$ cat src/rtl/memoria_pkg.sv
// Shared definitions for the memory blocks: FSM state encoding and the
// address-width derivation every memory block uses for its address ports.
package memoria_pkg;

  typedef enum logic {
    ST_LIMPANDO = 1'b0,
    ST_PRONTO   = 1'b1
  } estado_t;

  // A one-word-deep memory would give $clog2 = 0; keep at least one address bit.
  function automatic int addr_w(input int profundidade);
    return (profundidade > 1) ? $clog2(profundidade) : 1;
  endfunction

endpackage

$ cat src/rtl/memoria_ram_nxm_if.sv
// Request/response bundle of the RAM. A request (ler and/or escrever) is sampled
// on every posedge; it is accepted only when ocupado is low and endereco is in
// range, otherwise erro pulses on the following cycle.
interface memoria_ram_nxm_if #(
  parameter  int LARGURA      = 8,
  parameter  int PROFUNDIDADE = 16,
  localparam int ADDR_W       = memoria_pkg::addr_w(PROFUNDIDADE)
);

  logic              escrever;
  logic              ler;
  logic [ADDR_W-1:0] endereco;
  logic [LARGURA-1:0] dado_in;
  logic [LARGURA-1:0] dado_out;
  logic              dado_valido;
  logic              ocupado;
  logic              erro;

  modport master (
    output escrever, ler, endereco, dado_in,
    input  dado_out, dado_valido, ocupado, erro
  );

  modport slave (
    input  escrever, ler, endereco, dado_in,
    output dado_out, dado_valido, ocupado, erro
  );

endinterface

$ cat src/rtl/memoria_ram_nxm_contador_limpeza.sv
// Address counter for the post-reset clear sweep; terminal flags the last word.
module contador_limpeza #(
  parameter int PROFUNDIDADE = 16,
  parameter int ADDR_W       = 4
) (
  input  logic              clk,
  input  logic              limpar,
  input  logic              habilitar,
  output logic [ADDR_W-1:0] contador,
  output logic              terminal
);

  localparam logic [ADDR_W-1:0] ULTIMO = ADDR_W'(PROFUNDIDADE - 1);

  always_ff @(posedge clk) begin
    if (limpar) begin
      contador <= '0;
    end else if (habilitar) begin
      contador <= contador + ADDR_W'(1);
    end
  end

  assign terminal = (contador == ULTIMO);

endmodule

$ cat src/rtl/memoria_ram_nxm.sv
// Single-port LARGURA x PROFUNDIDADE RAM with registered read, write-first
// collisions, a post-reset clear sweep and rejection of illegal requests.
module memoria_ram_nxm
  import memoria_pkg::*;
#(
  parameter  int LARGURA      = 8,
  parameter  int PROFUNDIDADE = 16,
  localparam int ADDR_W       = addr_w(PROFUNDIDADE)
) (
  input  logic                    clk,
  input  logic                    reset,
  memoria_ram_nxm_if.slave        bus,
  output estado_t                 estado
);

  localparam logic [ADDR_W-1:0] ULTIMO = ADDR_W'(PROFUNDIDADE - 1);

  logic [LARGURA-1:0] mem [PROFUNDIDADE];

  estado_t            estado_next;
  logic [ADDR_W-1:0]  contador;
  logic               terminal;
  logic               cnt_en;
  logic               pedido;
  logic               end_ok;
  logic               mem_we;
  logic [ADDR_W-1:0]  mem_addr;
  logic [LARGURA-1:0] mem_wdata;
  logic               ler_ok;
  logic               erro_next;

  contador_limpeza #(
    .PROFUNDIDADE (PROFUNDIDADE),
    .ADDR_W       (ADDR_W)
  ) u_contador (
    .clk       (clk),
    .limpar    (reset),
    .habilitar (cnt_en),
    .contador  (contador),
    .terminal  (terminal)
  );

  assign pedido = bus.ler | bus.escrever;
  assign end_ok = (bus.endereco <= ULTIMO);

  always_ff @(posedge clk) begin
    if (reset) begin
      estado <= ST_LIMPANDO;
    end else begin
      estado <= estado_next;
    end
  end

  // While clearing, the memory port belongs to the sweep and requests are refused.
  always_comb begin
    estado_next = estado;
    cnt_en      = 1'b0;
    mem_we      = 1'b0;
    mem_addr    = bus.endereco;
    mem_wdata   = bus.dado_in;
    ler_ok      = 1'b0;
    erro_next   = 1'b0;
    case (estado)
      ST_LIMPANDO: begin
        cnt_en    = 1'b1;
        mem_we    = 1'b1;
        mem_addr  = contador;
        mem_wdata = '0;
        erro_next = pedido;
        if (terminal) begin
          estado_next = ST_PRONTO;
        end
      end
      ST_PRONTO: begin
        if (pedido) begin
          if (!end_ok) begin
            erro_next = 1'b1;
          end else begin
            mem_we = bus.escrever;
            ler_ok = bus.ler;
          end
        end
      end
      default: estado_next = ST_LIMPANDO;
    endcase
  end

  // No reset on the array so it maps onto RAM; reset only blocks writes.
  always_ff @(posedge clk) begin
    if (mem_we && !reset) begin
      mem[mem_addr] <= mem_wdata;
    end
  end

  always_ff @(posedge clk) begin
    if (reset) begin
      bus.dado_out    <= '0;
      bus.dado_valido <= 1'b0;
      bus.erro        <= 1'b0;
    end else begin
      bus.dado_valido <= ler_ok;
      bus.erro        <= erro_next;
      if (ler_ok) begin
        bus.dado_out <= bus.escrever ? bus.dado_in : mem[bus.endereco];
      end
    end
  end

  assign bus.ocupado = (estado == ST_LIMPANDO);

endmodule

$ cat src/flat_wrapper.sv
// flat-port wrapper written by rule: the top's interface ports become plain ports
module memoria_ram_nxm_flat import memoria_pkg::*;
#(
  parameter  int LARGURA      = 8,
  parameter  int PROFUNDIDADE = 16,
  localparam int ADDR_W       = addr_w(PROFUNDIDADE)
)
  (clk, reset, estado, bus_escrever, bus_ler, bus_endereco, bus_dado_in, bus_dado_out, bus_dado_valido, bus_ocupado, bus_erro);
  memoria_ram_nxm_if #(.LARGURA(LARGURA), .PROFUNDIDADE(PROFUNDIDADE)) bus_i ();
  input  logic clk;
  input  logic reset;
  output estado_t estado;
  input wire logic [$bits(bus_i.escrever)-1:0] bus_escrever;
  input wire logic [$bits(bus_i.ler)-1:0] bus_ler;
  input wire logic [$bits(bus_i.endereco)-1:0] bus_endereco;
  input wire logic [$bits(bus_i.dado_in)-1:0] bus_dado_in;
  output wire logic [$bits(bus_i.dado_out)-1:0] bus_dado_out;
  output wire logic [$bits(bus_i.dado_valido)-1:0] bus_dado_valido;
  output wire logic [$bits(bus_i.ocupado)-1:0] bus_ocupado;
  output wire logic [$bits(bus_i.erro)-1:0] bus_erro;
  assign bus_i.escrever = bus_escrever;
  assign bus_i.ler = bus_ler;
  assign bus_i.endereco = bus_endereco;
  assign bus_i.dado_in = bus_dado_in;
  assign bus_dado_out = bus_i.dado_out;
  assign bus_dado_valido = bus_i.dado_valido;
  assign bus_ocupado = bus_i.ocupado;
  assign bus_erro = bus_i.erro;
  memoria_ram_nxm #(.LARGURA(LARGURA), .PROFUNDIDADE(PROFUNDIDADE)) u_core (.clk(clk), .reset(reset), .bus(bus_i), .estado(estado));
endmodule
$ cat config.mk
export PLATFORM = sky130hd
export DESIGN_NAME = memoria_ram_nxm_flat
export DESIGN_NICKNAME = d
export VERILOG_FILES = /design/src/rtl/memoria_pkg.sv /design/src/rtl/memoria_ram_nxm_if.sv /design/src/rtl/memoria_ram_nxm_contador_limpeza.sv /design/src/rtl/memoria_ram_nxm.sv /design/src/flat_wrapper.sv
export SDC_FILE = /design/constraint.sdc
export NUM_CORES = 1
export LEC_CHECK = 0
export BUFFER_PORTS_ARGS = -buffer_cell sky130_fd_sc_hd__buf_2
export CAP_MARGIN = 20
export CORE_MARGIN = 2
export CORE_UTILIZATION = 40
export CTS_CLUSTER_DIAMETER = 120
export DETAILED_ROUTE_END_ITERATION = 6
export PLACE_DENSITY_LB_ADDON = 0.3
export SYNTH_ARGS = -nofsm -noshare
export SYNTH_HDL_FRONTEND = slang
export SYNTH_HIERARCHICAL = 1
export SYNTH_SLANG_ARGS = --single-unit
$ cat constraint.sdc
create_clock -name clk -period 2.9 [get_ports clk]
set_clock_uncertainty 0.1 [all_clocks]
set_input_delay 0.435 -clock clk [delete_from_list [all_inputs] [get_ports clk]]
set_output_delay 0.435 -clock clk [all_outputs]
set_load 0.02 [all_outputs]
==> out/results.env <==
IO_BUFFERS=27
STATIC-LEAKAGE-POWER_nW=2.40
CP-END-KIND='flop'
PERIOD_NEEDED_NS=2.36
MAXCLOCKFREQUENCY_MHz=424
CTS.REPORTEDPATHS.CLKPINSLEW_NS=0.05
MOST_COMMON_CELL_AFTER_LAYOUT_FILL_AND_TAPS_ASIDE='sky130_fd_sc_hd__edfxtp_1'
YOSYSTOPAREACELL='sky130_fd_sc_hd__edfxtp_1'
DETAILROUTE.VIA_COUNT=3137
CELLS_TAKING_THE_MOST_AREA_AFTER_SYNTHESIS='sky130_fd_sc_hd__edfxtp_1 67%, sky130_fd_sc_hd__mux4_2 11%, sky130_fd_sc_hd__dfxtp_1 5.2%'
MAPPEDNETLISTNETS=343
SYNTH-ADDER-AREA-SHARE_PCT=0.217
REGISTER_AREA_UM2=4140
WORST_HOLD_PATH_TYPE='primary input to flop'
GR-TOTAL-OVERFLOW=0
CRITICAL_PATH.STARTPOINT_TYPE='flop'
POST_CTS_REPAIR_TIMING_SETUP_BUFFER_COUNT=0
CTS.SINKS=143
H-TREE-DEPTH=4
GRT_PASS1_VIAS=3186
PLACEMENT.SETUP.WORST_SLACK_NS=0.455
CLOCK_TREE_FROM_TRITONCTS='yes'
CLOCK-ROOT-BUFFER='sky130_fd_sc_hd__clkbuf_16'
DRC=0
VIA_DENSITY_PER_INSTANCE=5.59
REQUIRED_NS=3.16
MAPPEDNETLISTAREA_UM2=5770
HOLD_VIOL_FINAL=0
POST_SYNTH_INST_COUNT=326
DIE_AREA_UM2=15400
CRIT_START='u_core/estado$_SDFF_PP0_'
POST-ROUTE-WORST-SETUP-SLACK_NS=0.543
LAYOUT_WORST_PATH_CYCLE_SHARE_PCT=81.3
CELL_BREAKDOWN_OF_THE_CRITICAL_PATH='buf_4, nand2_1, or4b_1, nor2_1, or3_1'
FP-ROW-COUNT=43
DIE_H_UM=124
REGTOREGENDPOINT='u_core/bus.dado_out[7]$_SDFFE_PP0P_'
CTS_RESIZED=0
CRIT-REG2REG-LAUNCH='u_core/estado$_SDFF_PP0_'
SYNTHXORXNORAREAFRAC_PCT=0.152
YS_WARN_COUNT=6
DRIVE_ABOVE_1_SHARE_PCT=25.2
PLACEABLECOREAREA_UM2=14000
MAIN_COMBINATIONAL_CELL_FAMILY_BY_AREA_AFTER_SYNTHESIS='multiplexers'
GRT_ANTENNA_BEFORE_REPAIR=0
TOTAL_DESIGN_POWER_mW=4.43
FINALSETUPVIOLATIONS=0
COMPOUND_CELL_AREA_SHARE_OF_THE_YOSYS_NETLIST_PCT=1.65
AVGROUTEDWIREPERCELL_UM=22.5
SLEW_HEADROOM_PCT=42.4
CRIT_FANOUT=20
GRT.TOTAL_USAGE_PCT=18.1
ROUTABILITY_CONGESTION_ESTIMATE_FROM_GLOBAL_PLACEMENT=0.846
AREAGROWTHSYNTHTOFINISH_PCT=15.7
MULTI_INPUT_COMB_AREA_UM2=1490
REG2REG_SETUP_SLACK_NS=0.54
INITIAL_CORE_UTIL_PCT=41.2
POSTSYNTHREGISTERBITS=143
CTS_MAX_PATH_BUFS=2
POST_DETAILED_ROUTE_COUNT_OF_ANTENNA_VIOLATING_NETS=0
TIMING.MAX_CAP.VIOLATIONS=0
GRT_START_MAX_NET_PINS=25
VDD.IR_DROP.WORST_mV=0.450
SYNTH_TOP_AREA_SHARE_PCT=66.7
FIN_NETS=386
WORSTSKEWPAIRLATENCY_NS=0.42
CRITPATHARRIVALTIME_NS=2.62
CP_SLOWEST_CELL='sky130_fd_sc_hd__or4b_1'
CRITICAL_PATH_CLASS='flop to flop'
SYN_AREA_PER_CELL_UM2=17.7
1ST_ITER_DRT_VIOLS=375
REG2REG_DEPTH=5
RSZ0062_AT_GRT='false'
DRTPASS1ITERATIONS=4
HOLD-WORST-SLACK_NS=0.277
IO_COUNT=28
SETUP.WORST_PATH.END='u_core/bus.dado_out[7]$_SDFFE_PP0P_'
DRT_WL_TOTAL_UM=12600
STATUS='complete, no violations'
CTS_HOLD_BUF=0
GRT_PASS1_WL_UM=19200
TIMING.SETUP.TNS_NS=0
CRITICAL-PATH-MAX-STAGE-DELAY_NS=0.74
MAX_SLEW.WORST_PIN.SLEW_NS=0.860
PROPORTION_OF_SYNTHESIZED_CHIP_AREA_IN_SEQUENTIAL_CELLS_PCT=71.9
ANTENNADIODECOUNT=0
FP.DIEW_UM=124
FILL_CELLS=1178
DRV_SLEW=0
POST_SYNTH_NUM_CELL_TYPES=33
P_PER_AREA_nW_PER_UM2=664
MOSTFREQUENTLAYOUTCELLS='128 x sky130_fd_sc_hd__edfxtp_1, 42 x sky130_fd_sc_hd__nor2_1, 29 x sky130_fd_sc_hd__mux4_2'
MUXSHAREOFSYNTHAREA_PCT=16.1
SYNTHSIMPLEGATEAREAFRAC_PCT=7.72
POST-DP-HPWL_UM=8120
TRITONCTS.NUM_BUFFERS=17
metal layers:
layer  vias up  wire length, µm  GRT usage (%)
met2       128             5930           27.7
li1       1370                -              -
met5         -                0              0
met3        23             1010           4.03
met1      1616             5400           24.8
met4         0              269           8.22
cells by family (layout without fill, tap and decap cells):
group | Yosys count | in the layout
AOI/OAI and AO/OA | 16 | 16
buffers and inverters | 22 | 77
adders and majority gates | 1 | 1
and+or+nand+nor | 92 | 92
DFF | 143 | 143
xor gates and xnor gates | 1 | 1
muxes | 51 | 51
worst min path at each step:
stage,cells past startpoint,startpoint,endpoint
floorplan,1,reset,u_core/u_contador/contador[2]$_SDFFE_PP0P_
global placement,3,u_core/bus.dado_out[4]$_SDFFE_PP0P_,u_core/bus.dado_out[4]$_SDFFE_PP0P_
detailed placement,3,u_core/bus.dado_out[2]$_SDFFE_PP0P_,u_core/bus.dado_out[2]$_SDFFE_PP0P_
CTS,3,bus_ler,u_core/bus.erro$_SDFF_PP0_
global route,3,bus_ler,u_core/bus.erro$_SDFF_PP0_
finish,3,bus_ler,u_core/bus.erro$_SDFF_PP0_
layout make-up:
cell class	count	share of cell area, %
Tap cell	180	3.38
Multi-Input combinational cell	161	22.3
Clock buffer	20	6.54
Inverter	3	0.169
Clock inverter	11	1.48
Sequential cell	143	62.1
Timing Repair Buffer	43	4.01
cell usage after synthesis, drive strengths merged:
master / number
dfxtp: 15
o21ai: 2
a21oi: 10
or4b: 1
nor2: 42
and2: 8
xnor2: 1
nand3: 1
or3: 8
nor2b: 2
nor3: 2
clkbuf: 8
a32oi: 1
buf: 11
nand3b: 2
mux4: 32
nand4: 9
a21bo: 1
mux2: 1
a31oi: 1
inv: 3
ha: 1
mux2i: 18
edfxtp: 128
nand2: 14
o32a: 1
or4: 1
and3: 2
through the flow:
step / util (%) / cell area (µm²) / std cells
6_report: 47.7 / 6670 / 561
5_1_grt: 47.7 / 6670 / 561
4_1_cts: 47.7 / 6670 / 561
3_5_place_dp: 43.9 / 6140 / 530
3_3_place_gp: 43.9 / 6140 / 530
2_1_floorplan: - / 5770 / 326
critical path: cells and delay by family (launching register included):
kind	cells	cell delay (ns)
flip-flops	1	0.57
AND/OR/NAND/NOR	4	1.32
buffers and inverters	1	0.30
report_power, final:
part	internal (mW)	switching [mW]	total [mW]
sequential	2.24	0.0139	2.26
clock	1.23	0.757	1.99
combinational	0.0825	0.103	0.185
total	3.56	0.874	4.43
flip-flops by register name, summed over array words and instances, names as in the netlist:
name                        count
u_core/mem                    128
u_core/bus.dado_out             8
u_core/u_contador/contador      4
u_core/bus.dado_valido          1
u_core/bus.erro                 1
u_core/estado                   1
No activity file was read; power rests on OpenSTA's default activity.
